==> src/rtl/uart_tx_serializer.sv <==
// UART transmitter: one-word holding register feeding a shift-register FSM.
// Bit timing comes from the baud square wave clk_s, edge-detected in the clk_100 domain.
module uart_tx_serializer #(
    parameter int DATA_BITS = 8,
    parameter int PARITY    = 0,
    parameter int STOP_BITS = 1
) (
    input  logic                 clk_100,
    input  logic                 rst_n,
    input  logic                 clk_s,
    input  logic [DATA_BITS-1:0] tx_data,
    input  logic                 tx_valid,
    output logic                 tx_ready,
    output logic                 tx,
    output logic                 busy
);

    localparam int BIT_W  = $clog2(DATA_BITS);
    localparam int STOP_W = $clog2(STOP_BITS + 1);
    localparam logic [BIT_W-1:0]  BIT_LAST   = BIT_W'(DATA_BITS - 1);
    localparam logic [BIT_W-1:0]  BIT_ONE    = BIT_W'(1);
    localparam logic [STOP_W-1:0] STOP_LAST  = STOP_W'(STOP_BITS - 1);
    localparam logic [STOP_W-1:0] STOP_ONE   = STOP_W'(1);
    localparam logic              HAS_PARITY = 1'(PARITY != 0);
    localparam logic              ODD_PARITY = 1'(PARITY == 2);

    generate
        if ((DATA_BITS < 5) || (DATA_BITS > 9) || (PARITY < 0) || (PARITY > 2) ||
            (STOP_BITS < 1) || (STOP_BITS > 2)) begin : g_bad_param
            $error("uart_tx_serializer: illegal parameter value");
        end
    endgenerate

    typedef enum logic [2:0] {
        ST_IDLE   = 3'd0,
        ST_START  = 3'd1,
        ST_DATA   = 3'd2,
        ST_PARITY = 3'd3,
        ST_STOP   = 3'd4
    } state_t;

    function automatic logic parity_f(input logic [DATA_BITS-1:0] data, input logic odd);
        return (^data) ^ odd;
    endfunction

    state_t                state_r;
    state_t                state_nx_s;
    logic                  clk_s_d_r;
    logic                  baud_tick_s;
    logic [DATA_BITS-1:0]  hold_r;
    logic                  tx_ready_r;
    logic [DATA_BITS-1:0]  shift_r;
    logic [DATA_BITS-1:0]  shift_nx_s;
    logic                  parity_r;
    logic [BIT_W-1:0]      bit_idx_r;
    logic [BIT_W-1:0]      bit_idx_nx_s;
    logic [STOP_W-1:0]     stop_cnt_r;
    logic [STOP_W-1:0]     stop_cnt_nx_s;
    logic                  tx_r;
    logic                  tx_nx_s;
    logic                  busy_r;
    logic                  load_s;
    logic                  hold_full_s;
    logic                  last_stop_s;

    assign baud_tick_s = clk_s & ~clk_s_d_r;
    assign hold_full_s = ~tx_ready_r;
    assign last_stop_s = (stop_cnt_r == STOP_LAST);

    assign tx_ready = tx_ready_r;
    assign tx       = tx_r;
    assign busy     = busy_r;

    // State register; busy is registered alongside it from the next state.
    always_ff @(posedge clk_100 or negedge rst_n) begin
        if (!rst_n) begin
            state_r <= ST_IDLE;
            busy_r  <= 1'b0;
        end else begin
            state_r <= state_nx_s;
            busy_r  <= (state_nx_s != ST_IDLE);
        end
    end

    // Next-state logic; every transition waits for a baud tick.
    always_comb begin
        state_nx_s = state_r;
        if (baud_tick_s) begin
            case (state_r)
                ST_IDLE:   state_nx_s = hold_full_s ? ST_START : ST_IDLE;
                ST_START:  state_nx_s = ST_DATA;
                ST_DATA: begin
                    if (bit_idx_r == BIT_LAST) begin
                        state_nx_s = HAS_PARITY ? ST_PARITY : ST_STOP;
                    end else begin
                        state_nx_s = ST_DATA;
                    end
                end
                ST_PARITY: state_nx_s = ST_STOP;
                ST_STOP: begin
                    if (last_stop_s) begin
                        state_nx_s = hold_full_s ? ST_START : ST_IDLE;
                    end else begin
                        state_nx_s = ST_STOP;
                    end
                end
                default:   state_nx_s = ST_IDLE;
            endcase
        end else begin
            state_nx_s = state_r;
        end
    end

    // Per-state datapath updates: line level, shift register and counters.
    always_comb begin
        load_s        = 1'b0;
        tx_nx_s       = tx_r;
        shift_nx_s    = shift_r;
        bit_idx_nx_s  = bit_idx_r;
        stop_cnt_nx_s = stop_cnt_r;
        if (baud_tick_s) begin
            case (state_r)
                ST_IDLE: begin
                    if (hold_full_s) begin
                        load_s     = 1'b1;
                        shift_nx_s = hold_r;
                        tx_nx_s    = 1'b0;
                    end else begin
                        tx_nx_s    = 1'b1;
                    end
                end
                ST_START: begin
                    tx_nx_s      = shift_r[0];
                    bit_idx_nx_s = {BIT_W{1'b0}};
                end
                ST_DATA: begin
                    if (bit_idx_r == BIT_LAST) begin
                        if (HAS_PARITY) begin
                            tx_nx_s       = parity_r;
                        end else begin
                            tx_nx_s       = 1'b1;
                            stop_cnt_nx_s = {STOP_W{1'b0}};
                        end
                    end else begin
                        // Shifting right keeps the next data bit at index 1.
                        tx_nx_s      = shift_r[1];
                        shift_nx_s   = shift_r >> 1;
                        bit_idx_nx_s = bit_idx_r + BIT_ONE;
                    end
                end
                ST_PARITY: begin
                    tx_nx_s       = 1'b1;
                    stop_cnt_nx_s = {STOP_W{1'b0}};
                end
                ST_STOP: begin
                    if (last_stop_s) begin
                        if (hold_full_s) begin
                            load_s     = 1'b1;
                            shift_nx_s = hold_r;
                            tx_nx_s    = 1'b0;
                        end else begin
                            tx_nx_s    = 1'b1;
                        end
                    end else begin
                        stop_cnt_nx_s = stop_cnt_r + STOP_ONE;
                    end
                end
                default: begin
                    tx_nx_s = 1'b1;
                end
            endcase
        end else begin
            tx_nx_s = tx_r;
        end
    end

    // Datapath registers and baud edge detector.
    always_ff @(posedge clk_100 or negedge rst_n) begin
        if (!rst_n) begin
            clk_s_d_r  <= 1'b0;
            tx_r       <= 1'b1;
            shift_r    <= {DATA_BITS{1'b0}};
            parity_r   <= 1'b0;
            bit_idx_r  <= {BIT_W{1'b0}};
            stop_cnt_r <= {STOP_W{1'b0}};
        end else begin
            clk_s_d_r  <= clk_s;
            tx_r       <= tx_nx_s;
            shift_r    <= shift_nx_s;
            bit_idx_r  <= bit_idx_nx_s;
            stop_cnt_r <= stop_cnt_nx_s;
            if (load_s) begin
                parity_r <= parity_f(hold_r, ODD_PARITY);
            end else begin
                parity_r <= parity_r;
            end
        end
    end

    // Holding register: accept empties, load by the FSM refills tx_ready.
    always_ff @(posedge clk_100 or negedge rst_n) begin
        if (!rst_n) begin
            hold_r     <= {DATA_BITS{1'b0}};
            tx_ready_r <= 1'b1;
        end else if (tx_valid && tx_ready_r) begin
            hold_r     <= tx_data;
            tx_ready_r <= 1'b0;
        end else if (load_s) begin
            hold_r     <= hold_r;
            tx_ready_r <= 1'b1;
        end else begin
            hold_r     <= hold_r;
            tx_ready_r <= tx_ready_r;
        end
    end

endmodule

==> config.mk <==
export PLATFORM = sky130hd
export DESIGN_NAME = uart_tx_serializer
export DESIGN_NICKNAME = d
export VERILOG_FILES = /design/src/rtl/uart_tx_serializer.sv
export SDC_FILE = /design/constraint.sdc
export NUM_CORES = 1
export LEC_CHECK = 0
export CAP_MARGIN = 20
export CORE_UTILIZATION = 50
export DETAILED_ROUTE_END_ITERATION = 6
export HOLD_SLACK_MARGIN = 0.03
export PLACE_DENSITY_LB_ADDON = 0.08
export SLEW_MARGIN = 20
export SYNTH_ARGS = -nofsm -noshare
export SYNTH_HDL_FRONTEND = slang
export SYNTH_SLANG_ARGS = --single-unit
==> constraint.sdc <==
create_clock -name clk_100 -period 2.87 [get_ports clk_100]
set_input_delay 0.574 -clock clk_100 [delete_from_list [all_inputs] [get_ports clk_100]]
set_output_delay 0.574 -clock clk_100 [all_outputs]
set_load 0.005 [all_outputs]
==> impl_metrics.env <==
export IMPL_place_inst=139
export IMPL_endpoint_kind="register"
export IMPL_rsz0062_at_grt="no"
export IMPL_crit_start="bit_idx_r[0]"
export IMPL_min_period_ps=2210
export IMPL_worstMarginPinSlew_ps=693
export IMPL_yosysSeqAreaShare=0.527
export IMPL_yosys_warnings=0
export IMPL_die_area_um2=2680
export IMPL_status="complete, no violations"
export IMPL_cpPeakStageDelay_ps=440
export IMPL_route_vias_total=787
export IMPL_grt_pass1_vias=773
export IMPL_numCtsBuffers=3
export IMPL_nNetsFinal=130
export IMPL_slew_headroom=0.536
export IMPL_maxCapViolations=0
export IMPL_clk_latency_ps=310
export IMPL_die_h_um=51.8
export IMPL_clock_skew_ps=4.17
export IMPL_syn_area_per_cell_um2=12.4
export IMPL_post_cts_resized=0
export IMPL_slowest_stage="dfrtp_1"
export IMPL_fillers=181
export IMPL_detail_route_vias_per_cell=5.50
export IMPL_p_comb_frac=0.388
export IMPL_power_density_nw_per_um2=1000
export IMPL_initial_core_util=0.545
export IMPL_cellLeakagePower_nw=0.587
export IMPL_root_buffer="clkbuf_4"
export IMPL_swShare=0.333
export IMPL_critPathMaxFanout=7
export IMPL_port_buffers=14
export IMPL_hold_path_class="reg -> reg"
export IMPL_design_area_um2=1440
export IMPL_clock_path_buffers=2
export IMPL_place_ws_ps=652
export IMPL_reg2reg_to="shift_r[3]"
export IMPL_syn_num_nets=114
export IMPL_synth_seq_cells=26
export IMPL_power_switching_mw=0.479
export IMPL_cts_post_setup_buffers_inserted=0
export IMPL_syn_area_um2=1240
export IMPL_start_kind="register"
export IMPL_hold_worst_slack_ps=526
export IMPL_critical_path_buf_inv_count=0
export IMPL_post_drt_wl_per_cell_um=13.9
export IMPL_placed_cell_area_um2=1400
export IMPL_ctsHtreeMaxLevel=1
export IMPL_grt_pass1_wl_um=3510
export IMPL_p_int_mw=0.958
export IMPL_seq_power_share=0.487
export IMPL_area_growth_pct=15.7
export IMPL_cp_cell_sequence="ha_1 -> ha_1 -> or3b_1 -> a211oi_4 -> mux2_2"
export IMPL_critical_path_endpoint="shift_r[3]"
export IMPL_drc_errors=0
export IMPL_cp_arrival_ps=2420
export IMPL_syn_inst=100
export IMPL_drt_iter0_drc=16
export IMPL_drtPass1Iterations=4
export IMPL_grt_antenna_before_repair=0
export IMPL_finalSetupTns_ps=0
export IMPL_reg2reg_from="bit_idx_r[0]"
export IMPL_rr_worst_depth=5
export IMPL_cts_tree="done"
export IMPL_fin_cells=143
export IMPL_gp_congestion=0.751
export IMPL_cp_required_ps=3080
export IMPL_grt_max_degree=27
export IMPL_setup_worst_path_class="reg -> reg"
export IMPL_finalCritPeriodShare=0.770
export IMPL_clock_fmax_mhz=453
export IMPL_regToRegSetupSlack_ps=660
export IMPL_wl_um=1990
export IMPL_core_area_um2=2280
export IMPL_diodes=0
export IMPL_synth_cell_types=31
export IMPL_crit_top_cell="ha_1"
export IMPL_grt_overflow_total=0
export IMPL_cp_depth=5
export IMPL_critPathTopFamily="flip-flops"
export IMPL_drt_antenna_violating_nets=0
export IMPL_clkSinkCount=26
export IMPL_ir_worst_vdd_mv=0.619
export IMPL_track_usage=0.178
export IMPL_drv_slew=0
export IMPL_holdBufCountCts=0
export IMPL_num_rows=17
export IMPL_finalHoldViolCount=0
export IMPL_drive_gt1_frac=0.287
export IMPL_dp_hpwl_um=1440
export IMPL_setup_violations=0
export IMPL_setup_slack_ps=660
export IMPL_die_w_um=51.8
export IMPL_path_clk_slew_ps=140
export IMPL_clkPwrFrac=0.125
export IMPL_io_pins=15
-- registers in the layout, summed over array words and instances (netlist names) --
register,flops
state_r,3
bit_idx_r,3
hold_r,8
shift_r,8
tx_ready,1
tx,1
clk_s_d_r,1
busy,1
-- cells in the mapped netlist --
| cell | count | share of area |
|---|---|---|
| mux2_2 | 22 | 0.20 |
| ha_1 | 2 | 0.020 |
| buf_6 | 1 | 0.0091 |
| a32oi_1 | 2 | 0.014 |
| o311ai_0 | 1 | 0.0071 |
| nand3_1 | 1 | 0.0040 |
| o211ai_1 | 1 | 0.0061 |
| inv_1 | 3 | 0.0091 |
| nor3_1 | 3 | 0.012 |
| dfstp_2 | 2 | 0.042 |
| a211oi_4 | 1 | 0.016 |
| or3b_1 | 1 | 0.0071 |
| nor3b_1 | 1 | 0.0061 |
| o2bb2ai_1 | 1 | 0.0071 |
| nor3b_2 | 1 | 0.010 |
| nor2_1 | 2 | 0.0061 |
| a31oi_1 | 1 | 0.0050 |
| or3b_2 | 1 | 0.0071 |
| o21a_1 | 1 | 0.0061 |
| dfrtp_1 | 24 | 0.48 |
| a21o_1 | 1 | 0.0061 |
| nor2b_1 | 2 | 0.010 |
| nand2_1 | 8 | 0.024 |
| nor4b_1 | 2 | 0.014 |
| o21ai_0 | 8 | 0.032 |
| clkbuf_1 | 2 | 0.0061 |
| or2_2 | 1 | 0.0050 |
| o22a_1 | 1 | 0.0071 |
| buf_2 | 1 | 0.0040 |
| o31a_1 | 1 | 0.0071 |
| nand2b_1 | 1 | 0.0050 |
-- worst min-delay path by stage --
| stage | from | endpoint | slack (ps) | cells past startpoint |
|---|---|---|---|---|
| 5_1_grt | shift_r[5] | shift_r[5] | 540 | 1 |
| 6_report | hold_r[6] | hold_r[6] | 530 | 1 |
| 3_3_place_gp | shift_r[5] | shift_r[5] | 490 | 1 |
| 3_5_place_dp | shift_r[4] | shift_r[4] | 490 | 1 |
| 4_1_cts | hold_r[6] | hold_r[6] | 530 | 1 |
| 2_1_floorplan | rst_n | bit_idx_r[0] | 280 | 0 |
-- power by group through the flow --
| stage | Clock, mW | Sequential [mW] | Combinational, mW |
|---|---|---|---|
| after floorplan | 0 | 0.620 | 0.500 |
| after global placement | 0 | 0.697 | 0.543 |
| after detailed placement | 0 | 0.706 | 0.558 |
| after CTS | 0.188 | 0.698 | 0.563 |
| after global routing | 0.202 | 0.724 | 0.627 |
| final | 0.180 | 0.699 | 0.558 |
-- worst reg2reg max path, delay by kind of cell, from the launching register on --
family / cells / cell delay (ps)
flops: 1 / 440
fa+ha+maj: 2 / 440
compound gates: 1 / 440
simple gates: 1 / 410
mux: 1 / 380
-- stage by stage --
stage          power (mW)  utilization
2_1_floorplan        1.12            -
3_3_place_gp         1.24        0.615
3_5_place_dp         1.26        0.615
4_1_cts              1.45        0.631
5_1_grt              1.55        0.631
6_report             1.44        0.631
-- final cells by class --
class	count	area [µm²]	area share
inverter	3	11.3	0.00785
clock buffer	4	36.3	0.0253
timing repair buffer	15	148	0.103
multi-input combinational	67	552	0.384
tap	28	35.0	0.0244
sequential	26	653	0.455
-- cell families after synthesis --
| family | Yosys count | share of synthesized area |
|---|---|---|
| muxes | 22 | 0.200 |
| adders and majority gates | 2 | 0.0202 |
| buffers and inverters | 7 | 0.0283 |
| and+or+nand+nor | 24 | 0.111 |
| DFF | 26 | 0.527 |
| AOI/OAI and AO/OA | 19 | 0.114 |
-- routing by layer --
metal  wire [µm]  share of wire  GRT usage  vias to the layer above
li1            -              -          -                      394
met1        1070           0.54      0.271                      376
met2         831           0.42      0.260                       17
met3          82          0.041     0.0351                        0
met4           0              0     0.0405                        0
met5           0              0          0                        -
-- placed cells by master (no fill, tap or decap), drive strengths merged --
master	n
a211oi	1
a21o	1
a31oi	1
a32oi	2
buf	1
clkbuf	4
clkdlybuf4s50	14
dfrtp	24
dfstp	2
ha	2
inv	3
mux2	22
nand2	8
nand2b	1
nand3	1
nor2	2
nor2b	2
nor3	3
nor3b	2
nor4b	2
o211ai	1
o21a	1
o21ai	8
o22a	1
o2bb2ai	1
o311ai	1
o31a	1
or2	1
or3b	2
(Power assumes the default switching activity.)
